**src/rtl/trace_packer_pkg.sv**
```systemverilog
// Shared types and helpers for the trace push packer: stage state encoding
// and a three-way minimum used to size each push.
package trace_packer_pkg;

  typedef enum logic [0:0] {
    IDLE  = 1'b0,
    DRAIN = 1'b1
  } state_e;

  function automatic int unsigned min3(input int unsigned a,
                                       input int unsigned b,
                                       input int unsigned c);
    int unsigned m;
    m = (a < b) ? a : b;
    return (m < c) ? m : c;
  endfunction

endpackage

```
**src/rtl/lane_compactor.sv**
```systemverilog
// Purely combinational lane compactor: packs the valid lanes of a beat into
// ascending slots using a per-lane prefix popcount.
module lane_compactor
  import trace_packer_pkg::*;
#(
  parameter int DATA_WIDTH = 4,
  parameter int NUM_LANES  = 4,
  parameter int CNT_W      = $clog2(NUM_LANES + 1)
) (
  input  logic [NUM_LANES-1:0]                 i_vld,
  input  logic [NUM_LANES-1:0][DATA_WIDTH-1:0] i_data,
  output logic [NUM_LANES-1:0][DATA_WIDTH-1:0] o_data,
  output logic [CNT_W-1:0]                     o_cnt
);

  logic [NUM_LANES-1:0][CNT_W-1:0] prefix;
  logic [CNT_W-1:0]                runCnt;

  // prefix[k] is the slot lane k lands in when it is valid
  always_comb begin
    runCnt = '0;
    prefix = '0;
    for (int k = 0; k < NUM_LANES; k++) begin
      prefix[k] = runCnt;
      runCnt    = runCnt + CNT_W'(i_vld[k]);
    end
  end

  assign o_cnt = runCnt;

  always_comb begin
    o_data = '0;
    for (int j = 0; j < NUM_LANES; j++) begin
      for (int k = 0; k < NUM_LANES; k++) begin
        if (i_vld[k] && (prefix[k] == CNT_W'(j))) begin
          o_data[j] = i_data[k];
        end
      end
    end
  end

endmodule

```
**src/rtl/trace_psh_packer.sv**
```systemverilog
// Compacts sparse trace beats and drains them into a multi-port FIFO without
// exceeding its free space. Optional macro TRACE_PACKER_DROP_EN drops stalled beats.
module trace_psh_packer
  import trace_packer_pkg::*;
#(
  parameter int DATA_WIDTH = 4,
  parameter int NUM_LANES  = 4,
  parameter int NUM_WR     = 2,
  parameter int ENTRIES    = 8,
  parameter int ADDR_SIZE  = (ENTRIES == 1) ? 1 : $clog2(ENTRIES),
  parameter int DROP_CNT_W = 8
) (
  input  logic                                 i_clk,
  input  logic                                 i_reset,
  input  logic [NUM_LANES-1:0]                 i_vld,
  input  logic [NUM_LANES-1:0][DATA_WIDTH-1:0] i_data,
  output logic                                 o_rdy,
  input  logic                                 i_flush,
  input  logic [ADDR_SIZE:0]                   i_fifo_cnt,
  output logic [NUM_WR-1:0]                    o_psh,
  output logic [NUM_WR-1:0][DATA_WIDTH-1:0]    o_data
`ifdef TRACE_PACKER_DROP_EN
  ,output logic [DROP_CNT_W-1:0]               o_drop_cnt
`endif
);

  localparam int CNT_W = $clog2(NUM_LANES + 1);
  localparam logic [ADDR_SIZE:0] DEPTH = (ADDR_SIZE + 1)'(ENTRIES);

  logic [NUM_LANES-1:0][DATA_WIDTH-1:0] stage_q, stage_d;
  logic [NUM_LANES-1:0][DATA_WIDTH-1:0] compData;
  logic [CNT_W-1:0]                     compCnt;
  logic [CNT_W-1:0]                     rem_q, rem_d;
  logic [CNT_W-1:0]                     hd_q, hd_d;
  state_e                               state_q, state_d;

  logic [ADDR_SIZE:0] freeSpace;
  logic [CNT_W-1:0]   pushN;
  logic [CNT_W-1:0]   remAfter;
  logic               beat;
  logic               canStage;
  logic               accept;

  lane_compactor #(
    .DATA_WIDTH(DATA_WIDTH),
    .NUM_LANES (NUM_LANES),
    .CNT_W     (CNT_W)
  ) u_compactor (
    .i_vld (i_vld),
    .i_data(i_data),
    .o_data(compData),
    .o_cnt (compCnt)
  );

  // An over-reported count is clamped so free space never wraps around
  always_comb begin
    freeSpace = '0;
    if (i_fifo_cnt <= DEPTH) begin
      freeSpace = DEPTH - i_fifo_cnt;
    end
  end

  always_comb begin
    pushN = '0;
    if (!i_reset && !i_flush && (state_q == DRAIN)) begin
      pushN = CNT_W'(min3(int'(rem_q), NUM_WR, int'(freeSpace)));
    end
    remAfter = rem_q - pushN;
    beat     = |i_vld;
    canStage = !i_reset && !i_flush && (remAfter == '0);
    accept   = beat && canStage;
  end

  // Port 0 always carries the oldest staged entry
  always_comb begin
    o_psh  = '0;
    o_data = '0;
    for (int i = 0; i < NUM_WR; i++) begin
      o_psh[i] = (i < int'(pushN));
      for (int j = 0; j < NUM_LANES; j++) begin
        if ((i < int'(pushN)) && (j == int'(hd_q) + i)) begin
          o_data[i] = stage_q[j];
        end
      end
    end
  end

`ifdef TRACE_PACKER_DROP_EN
  assign o_rdy = !i_reset;
`else
  assign o_rdy = canStage;
`endif

  always_comb begin
    stage_d = stage_q;
    hd_d    = hd_q + pushN;
    rem_d   = remAfter;
    state_d = (remAfter == '0) ? IDLE : DRAIN;
    if (i_reset || i_flush) begin
      hd_d    = '0;
      rem_d   = '0;
      state_d = IDLE;
    end else if (accept) begin
      stage_d = compData;
      hd_d    = '0;
      rem_d   = compCnt;
      state_d = DRAIN;
    end
  end

  always_ff @(posedge i_clk) begin
    if (i_reset) begin
      hd_q    <= '0;
      rem_q   <= '0;
      state_q <= IDLE;
    end else begin
      hd_q    <= hd_d;
      rem_q   <= rem_d;
      state_q <= state_d;
    end
    stage_q <= stage_d;
  end

`ifdef TRACE_PACKER_DROP_EN
  logic [DROP_CNT_W-1:0] drop_q;
  logic                  dropBeat;

  // A beat that cannot be staged is discarded whole and counted once
  assign dropBeat   = beat && !i_reset && !canStage;
  assign o_drop_cnt = drop_q;

  always_ff @(posedge i_clk) begin
    if (i_reset) begin
      drop_q <= '0;
    end else if (dropBeat && (drop_q != '1)) begin
      drop_q <= drop_q + 1'b1;
    end
  end
`else
  if (DROP_CNT_W < 1) begin : g_bad_drop_width
  end
`endif

endmodule

```
**config.mk**
```make
export PLATFORM = sky130hd
export DESIGN_NAME = trace_psh_packer
export DESIGN_NICKNAME = d
export VERILOG_FILES = /design/src/rtl/trace_packer_pkg.sv /design/src/rtl/lane_compactor.sv /design/src/rtl/trace_psh_packer.sv
export SDC_FILE = /design/constraint.sdc
export NUM_CORES = 1
export LEC_CHECK = 0
export CORE_MARGIN = 2
export CORE_UTILIZATION = 54
export DETAILED_ROUTE_END_ITERATION = 7
export GPL_TIMING_DRIVEN = 1
export PLACE_DENSITY = 0.82
export REMOVE_ABC_BUFFERS = 1
export SLEW_MARGIN = 10
export SYNTH_ARGS = -nofsm -noshare
export SYNTH_HDL_FRONTEND = slang
export SYNTH_SLANG_ARGS = --single-unit
```
**constraint.sdc**
```tcl
create_clock -name i_clk -period 11.3 [get_ports i_clk]
set_clock_uncertainty 0.05 [all_clocks]
set_input_delay 2.26 -clock i_clk [delete_from_list [all_inputs] [get_ports i_clk]]
set_output_delay 2.26 -clock i_clk [all_outputs]
set_load 0.01 [all_outputs]
```
; ---- After elaboration in Yosys (flattened, before gate mapping)
; Cells that the tools add are included.
[word_totals]
wordCells = 93
reg_bits = 23
in_bits = 27
out_inout_bits = 11
[op_classes]
add_sub_neg = 7
n_bitwise = 1
n_eq_ne = 12
reduce_logical = 35
order_cmp = 5
mux = 26
[op_table]
columns = op, count
row1 = two-way mux 4 bit, 20
row2 = logical NOT 32 bit, 2
row3 = "equality test 2 x 32 -> 1 bit, first input constant", 1
row4 = "equality test 3 x 32 -> 1 bit, first input constant", 1
row5 = logical AND 1 bit, 22
row6 = "equality test 3 x 2 -> 1 bit, second input constant", 4
row7 = logical NOT 3 bit, 4
row8 = two-way mux 3 bit, 4
row9 = adder 3 x 1 -> 3 bit, 2
row10 = "equality test 3 x 1 -> 1 bit, second input constant", 2
row11 = "equality test 3 bit, first input constant", 2
row12 = "less-than comparator 1 x 3 -> 1 bit, first input constant", 2
row13 = "adder 3 x 1 -> 4 bit, second input constant", 1
row14 = "equality test 2 x 4 -> 1 bit, first input constant", 1
row15 = "less-or-equal comparator 4 bit, second input constant", 1
row16 = less-than comparator 3 x 4 -> 1 bit, 1
row17 = OR reduction 4 bit, 1
row18 = "subtractor 4 bit, first input constant", 1
row19 = adder 3 bit, 1
row20 = "equality test 2 x 3 -> 1 bit, first input constant", 1
row21 = "less-than comparator 3 x 2 -> 1 bit, second input constant", 1
row22 = OR reduction 3 bit, 1
row23 = subtractor 3 bit, 1
row24 = adder 1 x 1 -> 2 bit, 1
row25 = other kinds (6), 8

; ---- Depth between registers and ports, before layout
; Gate-level depths: netlist of the first run.
[depth]
ltp_word = 11
ltp_mapped = 18
ltp_nobuf = 18

; ---- Modules after synthesis
; Synthesis of the first run repeated with hierarchy kept, for this count alone.
[hier_totals]
cells_unflattened = 223
area_unflattened_um2 = 2037.0
[modules_own_cells]
columns = module, seq_area_each_um2, cells_per_inst, area_each_um2, n_inst
row1 = trace_psh_packer, 620.6, 146, 1508.9, 1
row2 = lane_compactor, 0.0, 77, 528.0, 1

; ---- Worst setup path before layout of the first run
; No wires, ideal clock.
[synth_timing]
kind = input -> output
from = input i_fifo_cnt[0]
to = output o_rdy
required_ps = 8990
setup_slack_ps = 3627
t_arrival_ps = 5363
path_buffers = 0
path_stages = 15
path_cell_list = inv_1 -> ha_1 -> inv_1 -> a21oi_1 -> inv_1 -> ha_1 -> or4b_4 -> o22ai_4 -> o41a_1 -> nor2_1 -> ha_1 -> fa_1 -> xnor2_1 -> xor2_2 -> nor3b_2
[synth_via]
elab_chain_len = 8
word_cells_on_any_way = 9
classes_between = add/sub (2) / order compare (2) / mux (3) / reduce/logical (2)
[synth_lines]
columns = element, line
row1 = start: declaration, trace_psh_packer.sv:19  ; input logic [ADDR_SIZE:0] i_fifo_cnt,
row2 = subtractor 4 bit / less-or-equal comparator 4 bit (equally long branches), "trace_psh_packer.sv:59, trace_psh_packer.sv:58"
row3 = two-way mux 4 bit *, trace_psh_packer.sv:58  ; if (i_fifo_cnt <= DEPTH) begin
row4 = less-than comparator 3 x 4 -> 1 bit, trace_packer_pkg.sv:15  ; return (m < c) ? m : c;
row5 = two-way mux 3 bit *, trace_packer_pkg.sv:15
row6 = two-way mux 3 bit *, trace_psh_packer.sv:65  ; if (!i_reset && !i_flush && (state_q == DRAIN)) begin
row7 = subtractor 3 bit *, trace_psh_packer.sv:68  ; remAfter = rem_q - pushN;
row8 = logical NOT 3 bit *, trace_psh_packer.sv:70  ; canStage = !i_reset && !i_flush && (remAfter == '0);
row9 = logical AND 1 bit *, trace_psh_packer.sv:70
row10 = end: declaration, trace_psh_packer.sv:17  ; output logic o_rdy,
; Every way passes the cells marked *; elsewhere a longest branch is shown, timed or not.

; ---- Final worst setup path of the first run
; Same ends and word-level chain as after synthesis.

==> run_summary.xml, run 1 <==
<?xml version="1.0" encoding="UTF-8"?>
<metrics>
  <group name="yosys">
    <metric name="yosysUniqueCellTypes" unit="">46</metric>
    <metric name="yosysWarningCount" unit="">0</metric>
    <metric name="synthDominantCellAreaShare" unit="%">24.0</metric>
    <metric name="synth_most_common_cell" unit="">sky130_fd_sc_hd__nand2_1</metric>
    <metric name="async_flop_share" unit="%">0</metric>
    <metric name="synth_top_flop_cell" unit="">sky130_fd_sc_hd__edfxtp_1</metric>
    <metric name="netlist.top_cell.by_area" unit="">sky130_fd_sc_hd__edfxtp_1</metric>
    <metric name="synth-seq-area-share" unit="%">30.9</metric>
    <metric name="synth_enable_flop_cells" unit="">16</metric>
    <metric name="syn_avg_cell_area" unit="um2">8.87</metric>
    <metric name="post_synth_instance_area" unit="um2">2010</metric>
    <metric name="ys_ff_latch" unit="">23</metric>
    <metric name="synth_top_cells_by_count" unit="">sky130_fd_sc_hd__nand2_1 (32), sky130_fd_sc_hd__o21ai_0 (22), sky130_fd_sc_hd__nor2_1 (20), sky130_fd_sc_hd__edfxtp_1 (16)</metric>
    <metric name="synthesis.instances" unit="">226</metric>
    <metric name="dominant_cells_by_area_after_synthesis" unit="">sky130_fd_sc_hd__edfxtp_1 (24%), sky130_fd_sc_hd__ha_1 (8.7%), sky130_fd_sc_hd__dfxtp_1 (7.0%)</metric>
  </group>
  <group name="critical_path">
    <metric name="reg2reg_slack" unit="ps">7120</metric>
    <metric name="worst-endpoint-arrival" unit="ps">6660</metric>
    <metric name="critical_path.reg2reg.endpoint" unit="">stage_q[12]</metric>
    <metric name="critPathSlowestCell" unit="">sky130_fd_sc_hd__clkdlybuf4s50_1</metric>
    <metric name="crit_path_end_kind" unit="">primary output</metric>
    <metric name="worst-path-max-fanout" unit="">8</metric>
    <metric name="regToRegStartpoint" unit="">rem_q[2]</metric>
    <metric name="timing.setup.critical_path_class" unit="">primary input to primary output</metric>
    <metric name="critPathRequiredTime" unit="ps">8990</metric>
    <metric name="cp_slowest_stage_delay" unit="ps">540</metric>
    <metric name="crit_chain" unit="">clkdlybuf4s50_1 &gt; inv_1 &gt; ha_1 &gt; inv_1 &gt; a21oi_1 &gt; inv_1 &gt; ha_1 &gt; or4b_4 &gt; o22ai_4 &gt; o41a_1 &gt; nor2_1 &gt; ha_1 &gt; fa_1 &gt; xnor2_1 &gt; xor2_2 &gt; nor3b_2 &gt; clkdlybuf4s50_1</metric>
    <metric name="startpoint_type" unit="">primary input</metric>
    <metric name="worst_r2r_path_depth" unit="">12</metric>
  </group>
  <group name="hold_path">
    <metric name="whs_path_depth" unit="">3</metric>
    <metric name="hold_path_startpoint" unit="">hd_q[2]</metric>
    <metric name="hold-path-endpoint" unit="">hd_q[2]</metric>
    <metric name="hold_path_class" unit="">register to register</metric>
  </group>
  <group name="clocking">
    <metric name="htree_levels" unit="">1</metric>
    <metric name="cts-resized-gates" unit="">0</metric>
    <metric name="hold_buffers" unit="">0</metric>
    <metric name="clock_path_buffers" unit="">2</metric>
    <metric name="cts_buffers" unit="">3</metric>
    <metric name="cts_root_buf" unit="">sky130_fd_sc_hd__clkbuf_8</metric>
    <metric name="clock_sinks" unit="">23</metric>
    <metric name="path_clk_slew" unit="ps">70</metric>
    <metric name="cts_tree" unit="">yes</metric>
    <metric name="clkLatencyLatePin" unit="ps">250</metric>
    <metric name="post_cts.repair.setup_buffers" unit="">0</metric>
  </group>
  <group name="grt">
    <metric name="number_of_antenna_violations_at_the_first_check_in_global_routing" unit="">0</metric>
    <metric name="grt_pass1_vias" unit="">1566</metric>
    <metric name="grt_max_degree" unit="">17</metric>
    <metric name="grt_util_all_layers" unit="%">20.6</metric>
    <metric name="first_pass_grt_wire_length" unit="mm">6.93</metric>
    <metric name="global_route_overflow" unit="">0</metric>
  </group>
  <group name="sta">
    <metric name="max_slew_margin" unit="%">51.7</metric>
    <metric name="finalWorstPathRequiredPeriod" unit="ps">8970</metric>
    <metric name="rsz0062_at_grt" unit="">false</metric>
    <metric name="final-hold-violation-count" unit="">0</metric>
    <metric name="setup-violations-final" unit="">0</metric>
    <metric name="maximum_clock_frequency" unit="MHz">111</metric>
    <metric name="slew_violations" unit="">0</metric>
    <metric name="worst-slew-pin-transition" unit="ps">722</metric>
    <metric name="min_period_over_period" unit="%">79.4</metric>
    <metric name="setup_total_negative_slack" unit="ps">0</metric>
    <metric name="final.setup.worst_slack" unit="ps">2330</metric>
  </group>
  <group name="floorplanning">
    <metric name="vertical_extent_of_the_die" unit="um">64.9</metric>
    <metric name="design.portCount" unit="">38</metric>
    <metric name="design.die.area" unit="um2">4220</metric>
    <metric name="floorplan.core_area" unit="um2">3610</metric>
    <metric name="core.rowCount" unit="">22</metric>
    <metric name="initial_standard_cell_utilization_of_the_core" unit="%">55.6</metric>
    <metric name="die_x" unit="um">64.9</metric>
  </group>
  <group name="drt">
    <metric name="drtAntennaViolNets" unit="">0</metric>
    <metric name="wl_per_cell" unit="um">13.0</metric>
    <metric name="met3_length" unit="um">143</metric>
    <metric name="drt_pre_antenna_iters" unit="">4</metric>
    <metric name="first_iter_violations" unit="">138</metric>
    <metric name="routed-via-count" unit="">1690</metric>
    <metric name="wl_met1" unit="mm">1.89</metric>
    <metric name="finalWirelength" unit="mm">3.99</metric>
    <metric name="routed.top_layer" unit="">met4</metric>
    <metric name="drc_errors" unit="">0</metric>
    <metric name="routed_via_density" unit="">5.49</metric>
    <metric name="met2RoutedLength" unit="mm">1.89</metric>
  </group>
  <group name="place">
    <metric name="port_buffers" unit="">37</metric>
    <metric name="place.gp.congestion" unit="">0.802</metric>
    <metric name="place_inst" unit="">304</metric>
    <metric name="place_area" unit="um2">2410</metric>
    <metric name="dp_hpwl" unit="mm">3.31</metric>
    <metric name="place_ws" unit="ps">2340</metric>
  </group>
  <group name="status">
    <metric name="outcome" unit="">finished, final reports clean</metric>
  </group>
  <group name="final_layout">
    <metric name="layout-drive-gt1-share" unit="%">7.69</metric>
    <metric name="nFillCells" unit="">290</metric>
    <metric name="flow.area_growth_from_synthesis" unit="%">22.5</metric>
    <metric name="final_cell_count_no_fill" unit="">308</metric>
    <metric name="design.final.nets" unit="">306</metric>
    <metric name="fin_area" unit="um2">2460</metric>
    <metric name="seqCellArea" unit="um2">621</metric>
    <metric name="num_antenna_cells" unit="">0</metric>
    <metric name="multi_input_comb_area" unit="um2">1310</metric>
  </group>
  <group name="power_and_ir_drop">
    <metric name="power_density" unit="nW/um2">87.7</metric>
    <metric name="total_power" unit="mW">0.215</metric>
    <metric name="cellLeakagePower" unit="nW">0.914</metric>
    <metric name="ir_drop" unit="V">0.0000518</metric>
  </group>
  <group name="run">
    <metric name="timing.max_cap.violations" unit="">0</metric>
  </group>
</metrics>
-- state kept, by name, summed over array words and instances (netlist names) --
register	cells
state_q	1
rem_q	3
stage_q	16
hd_q	3
-- worst max-delay path, delay by kind of cell --
family                   cells  cell delay, ps
AO/OA/AOI/OAI                3             540
XOR/XNOR                     2             680
adder cells (fa/ha/maj)      4            1070
buffers and inverters        5            1300
AND/OR/NAND/NOR              3             800
-- kinds of logic (layout without fill, tap and decap cells) --
logic type,count (synthesis),in the layout,synth area share [%]
AO/OA/AOI/OAI,61,61,20.0
XOR/XNOR,3,3,1.68
adder cells (fa/ha/maj),18,18,12.7
buffers and inverters,21,55,3.93
flip-flops,23,23,30.9
multiplexers,8,8,6.49
other,1,1,0.187
AND/OR/NAND/NOR,91,91,24.0
-- layer usage --
layer	vias up	GRT usage [%]
met3	8	1.74
met5	-	0
met2	46	36.0
li1	881	-
met1	755	26.5
met4	0	7.71
-- worst max path at each step --
stage	slack [ps]	end	cells after the start	from
floorplan	3630	o_rdy	15	i_fifo_cnt[0]
global placement	2410	o_rdy	17	i_fifo_cnt[0]
detailed placement	2340	o_rdy	17	i_fifo_cnt[0]
CTS	2320	o_rdy	17	i_fifo_cnt[0]
global route	2030	o_rdy	17	i_fifo_cnt[0]
finish	2330	o_rdy	17	i_fifo_cnt[0]
-- power breakdown --
part           total (mW)  switching, mW  internal (mW)
combinational      0.0659         0.0353         0.0306
clock              0.0479         0.0234         0.0245
sequential          0.102        0.00363         0.0979
-- per-stage QoR --
stage               hold WS (ps)  util, %
finish                       773     68.1
global route                 820     68.1
CTS                          765     68.1
detailed placement           754     66.8
global placement             724     66.8
floorplan                    644        -
-- layout by cell type, fill, tap and decap left out, types with 2 or more instances in the layout --
cell type                         count
sky130_fd_sc_hd__a211oi_2             2
sky130_fd_sc_hd__a21oi_1             12
sky130_fd_sc_hd__a22oi_1              7
sky130_fd_sc_hd__a31o_1               2
sky130_fd_sc_hd__a31oi_1              4
sky130_fd_sc_hd__and2_1               3
sky130_fd_sc_hd__and3_1              10
sky130_fd_sc_hd__clkbuf_8             3
sky130_fd_sc_hd__clkdlybuf4s50_1     37
sky130_fd_sc_hd__dfxtp_1              7
sky130_fd_sc_hd__edfxtp_1            16
sky130_fd_sc_hd__fa_1                 4
sky130_fd_sc_hd__ha_1                14
sky130_fd_sc_hd__inv_1               14
sky130_fd_sc_hd__mux2i_1              4
sky130_fd_sc_hd__mux4_2               4
sky130_fd_sc_hd__nand2_1             32
sky130_fd_sc_hd__nand2b_1             2
sky130_fd_sc_hd__nand3_1              4
sky130_fd_sc_hd__nand3b_1             2
sky130_fd_sc_hd__nor2_1              20
sky130_fd_sc_hd__nor2b_1              7
sky130_fd_sc_hd__nor3b_2              2
sky130_fd_sc_hd__o211ai_1             3
sky130_fd_sc_hd__o21ai_0             22
sky130_fd_sc_hd__or2_2                2
-- area by class of cell --
cell class | instances | share of cell area, %
multi-input cells | 182 | 53.2
flip-flops and latches | 23 | 25.3
repair buffers | 37 | 15.1
well taps | 48 | 2.45
inverters | 14 | 2.14
clock buffers | 3 | 1.68
clock inverters | 1 | 0.204
Note: power is estimated with default switching activity, not from simulation.
==> run 2, diff against run 1 <==
--- a/config.mk
+++ b/config.mk
@@ -6,10 +6,10 @@
 export NUM_CORES = 1
 export LEC_CHECK = 0
 export CORE_MARGIN = 2
-export CORE_UTILIZATION = 54
+export CORE_UTILIZATION = 53
 export DETAILED_ROUTE_END_ITERATION = 7
 export GPL_TIMING_DRIVEN = 1
-export PLACE_DENSITY = 0.82
+export PLACE_DENSITY = 0.81
 export REMOVE_ABC_BUFFERS = 1
 export SLEW_MARGIN = 10
 export SYNTH_ARGS = -nofsm -noshare
==> constraint.sdc (replaced) <==
create_clock -name i_clk -period 8.99 [get_ports i_clk]
set_clock_uncertainty 0.05 [all_clocks]
set_input_delay 1.798 -clock i_clk [delete_from_list [all_inputs] [get_ports i_clk]]
set_output_delay 1.798 -clock i_clk [all_outputs]
set_load 0.01 [all_outputs]
==> run 2 against run 1 <==
Effect of this change: die area is 1.8% higher; combinational power is 27% higher; non-clock buffer count stayed put; sequential power is 25% higher; register-to-register slack worse by 2300 ps; design area is 0.10% higher; first-iteration DRC count is 42% lower; sequential cell count stayed put; sequential share of layout area hardly changed; critical path type unchanged; highest routed layer unchanged.
==> run_summary.xml, run 2 (synthesis results as in run 1) <==
<?xml version="1.0" encoding="UTF-8"?>
<metrics>
  <group name="drt">
    <metric name="drtAntennaViolNets" unit="">0</metric>
    <metric name="drc_errors" unit="">0</metric>
    <metric name="routed_via_density" unit="">5.49</metric>
    <metric name="wl_per_cell" unit="um">13.3</metric>
    <metric name="routed-via-count" unit="">1690</metric>
    <metric name="drt_pre_antenna_iters" unit="">5</metric>
    <metric name="finalWirelength" unit="mm">4.10</metric>
    <metric name="first_iter_violations" unit="">80</metric>
  </group>
  <group name="final_layout">
    <metric name="reg_top3" unit="">stage_q (16), hd_q (3), rem_q (3)</metric>
    <metric name="nFillCells" unit="">311</metric>
    <metric name="flow.area_growth_from_synthesis" unit="%">22.6</metric>
    <metric name="num_antenna_cells" unit="">0</metric>
    <metric name="layout-drive-gt1-share" unit="%">7.69</metric>
    <metric name="commonest_non_fill_non_tap_cell_in_the_layout" unit="">sky130_fd_sc_hd__clkdlybuf4s50_1</metric>
    <metric name="largest-register" unit="">stage_q</metric>
    <metric name="most-common-layout-cells" unit="">sky130_fd_sc_hd__clkdlybuf4s50_1 (37), sky130_fd_sc_hd__nand2_1 (32), sky130_fd_sc_hd__o21ai_0 (22), sky130_fd_sc_hd__nor2_1 (20), sky130_fd_sc_hd__edfxtp_1 (16)</metric>
    <metric name="design.final.nets" unit="">306</metric>
    <metric name="largest_register_ff_count" unit="">16</metric>
  </group>
  <group name="clocking">
    <metric name="htree_levels" unit="">1</metric>
    <metric name="path_clk_slew" unit="ps">80</metric>
    <metric name="cts-resized-gates" unit="">0</metric>
    <metric name="clkLatencyLatePin" unit="ps">260</metric>
    <metric name="hold_buffers" unit="">0</metric>
    <metric name="cts_root_buf" unit="">sky130_fd_sc_hd__clkbuf_8</metric>
    <metric name="post_cts.repair.setup_buffers" unit="">0</metric>
    <metric name="cts_buffers" unit="">3</metric>
    <metric name="clock_sinks" unit="">23</metric>
    <metric name="cts_tree" unit="">yes</metric>
    <metric name="clock_path_buffers" unit="">2</metric>
  </group>
  <group name="critical_path">
    <metric name="regToRegStartpoint" unit="">rem_q[2]</metric>
    <metric name="worst-path-max-fanout" unit="">8</metric>
    <metric name="crit_path_end_kind" unit="">primary output</metric>
    <metric name="worst_r2r_path_depth" unit="">12</metric>
    <metric name="critical_path.reg2reg.endpoint" unit="">stage_q[10]</metric>
    <metric name="timing.setup.critical_path_class" unit="">primary input to primary output</metric>
    <metric name="worst-endpoint-arrival" unit="ps">6260</metric>
    <metric name="reg2reg_slack" unit="ps">4810</metric>
    <metric name="critPathRequiredTime" unit="ps">7140</metric>
    <metric name="startpoint_type" unit="">primary input</metric>
  </group>
  <group name="floorplanning">
    <metric name="core.rowCount" unit="">22</metric>
    <metric name="vertical_extent_of_the_die" unit="um">65.5</metric>
    <metric name="design.die.area" unit="um2">4290</metric>
    <metric name="floorplan.core_area" unit="um2">3660</metric>
    <metric name="initial_standard_cell_utilization_of_the_core" unit="%">54.8</metric>
    <metric name="design.portCount" unit="">38</metric>
    <metric name="die_x" unit="um">65.5</metric>
  </group>
  <group name="place">
    <metric name="port_buffers" unit="">37</metric>
    <metric name="dp_hpwl" unit="mm">3.31</metric>
    <metric name="place.gp.congestion" unit="">0.810</metric>
  </group>
  <group name="hold_path">
    <metric name="hold-path-endpoint" unit="">hd_q[2]</metric>
    <metric name="hold_path_class" unit="">register to register</metric>
    <metric name="hold_path_startpoint" unit="">state_q</metric>
    <metric name="whs_path_depth" unit="">4</metric>
  </group>
  <group name="status">
    <metric name="outcome" unit="">finished, final reports clean</metric>
  </group>
  <group name="sta">
    <metric name="slew_violations" unit="">0</metric>
    <metric name="max_slew_margin" unit="%">49.2</metric>
    <metric name="min_period_over_period" unit="%">90.2</metric>
    <metric name="final-hold-violation-count" unit="">0</metric>
    <metric name="rsz0062_at_grt" unit="">false</metric>
    <metric name="finalWorstPathRequiredPeriod" unit="ps">8110</metric>
    <metric name="setup-violations-final" unit="">0</metric>
    <metric name="maximum_clock_frequency" unit="MHz">123</metric>
    <metric name="setup_total_negative_slack" unit="ps">0</metric>
    <metric name="worst-slew-pin-transition" unit="ps">761</metric>
  </group>
  <group name="grt">
    <metric name="grt_util_all_layers" unit="%">20.2</metric>
    <metric name="grt_max_degree" unit="">17</metric>
    <metric name="grt_pass1_vias" unit="">1509</metric>
    <metric name="number_of_antenna_violations_at_the_first_check_in_global_routing" unit="">0</metric>
    <metric name="global_route_overflow" unit="">0</metric>
    <metric name="first_pass_grt_wire_length" unit="mm">6.80</metric>
  </group>
  <group name="power_and_ir_drop">
    <metric name="cellLeakagePower" unit="nW">0.911</metric>
    <metric name="power_density" unit="nW/um2">112</metric>
    <metric name="ir_drop" unit="V">0.0000472</metric>
    <metric name="total_power" unit="mW">0.275</metric>
  </group>
  <group name="run">
    <metric name="timing.max_cap.violations" unit="">0</metric>
  </group>
</metrics>
==> run 2: cell types whose count changed in the layout (fill, tap and decap cells not counted), sizes merged <==
cell	change
clkinv	-1
clkinvlp	+1
==> run 2: power breakdown <==
group | internal [mW] | switching [mW]
Combinational | 0.0386 | 0.0450
Clock | 0.0313 | 0.0324
Sequential | 0.123 | 0.00445
Total | 0.193 | 0.0818
==> run 2: how the worst max path moves through the flow <==
stage / startpoint / end / slack, ps / depth (start not counted)
after global routing: i_fifo_cnt[0] / o_rdy / 630 / 17
after floorplan: i_fifo_cnt[0] / o_rdy / 2240 / 15
after detailed placement: i_fifo_cnt[0] / o_rdy / 930 / 17
after CTS: i_fifo_cnt[0] / o_rdy / 890 / 17
after global placement: i_fifo_cnt[0] / o_rdy / 1020 / 17
final: i_fifo_cnt[0] / o_rdy / 880 / 17
==> run 2: metal layers <==
layer	wire [um]	global-route usage [%]
met5	0	0
met4	68	6.25
met3	152	1.03
met2	1980	35.7
met1	1910	26.7
==> run 2: cell type report <==
cell class / instances / area [um2] / area share (%)
Sequential cell: 23 / 621 / 25.2
Multi-Input combinational cell: 182 / 1310 / 53.1
Clock buffer: 3 / 41.3 / 1.68
Clock inverter: 1 / 7.51 / 0.305
Timing Repair Buffer: 37 / 370 / 15.1
Inverter: 14 / 52.6 / 2.14
Tap cell: 48 / 60.1 / 2.44
==> run 2: stage by stage <==
step                setup WS [ps]  hold WS (ps)  cell area [um2]  std cells  util (%)
finish                        881           732             2460        308      67.2
global route                  632           780             2460        308      67.2
CTS                           893           730             2460        308      67.2
detailed placement            931           721             2410        304      65.8
global placement             1020           716             2410        304      65.8
floorplan                    2240           644             1980        219         -
==> run 2: worst max-delay path: stages <==
cell                              delay [ps]
sky130_fd_sc_hd__clkdlybuf4s50_1         540
sky130_fd_sc_hd__inv_1                    90
sky130_fd_sc_hd__ha_1                    300
sky130_fd_sc_hd__inv_1                    50
sky130_fd_sc_hd__a21oi_1                 160
sky130_fd_sc_hd__inv_1                   100
sky130_fd_sc_hd__ha_1                    200
sky130_fd_sc_hd__or4b_4                  520
sky130_fd_sc_hd__o22ai_4                 230
sky130_fd_sc_hd__o41a_1                  160
sky130_fd_sc_hd__nor2_1                   60
sky130_fd_sc_hd__ha_1                    200
sky130_fd_sc_hd__fa_1                    370
sky130_fd_sc_hd__xnor2_1                 350
sky130_fd_sc_hd__xor2_2                  350
sky130_fd_sc_hd__nor3b_2                 220
sky130_fd_sc_hd__clkdlybuf4s50_1         550
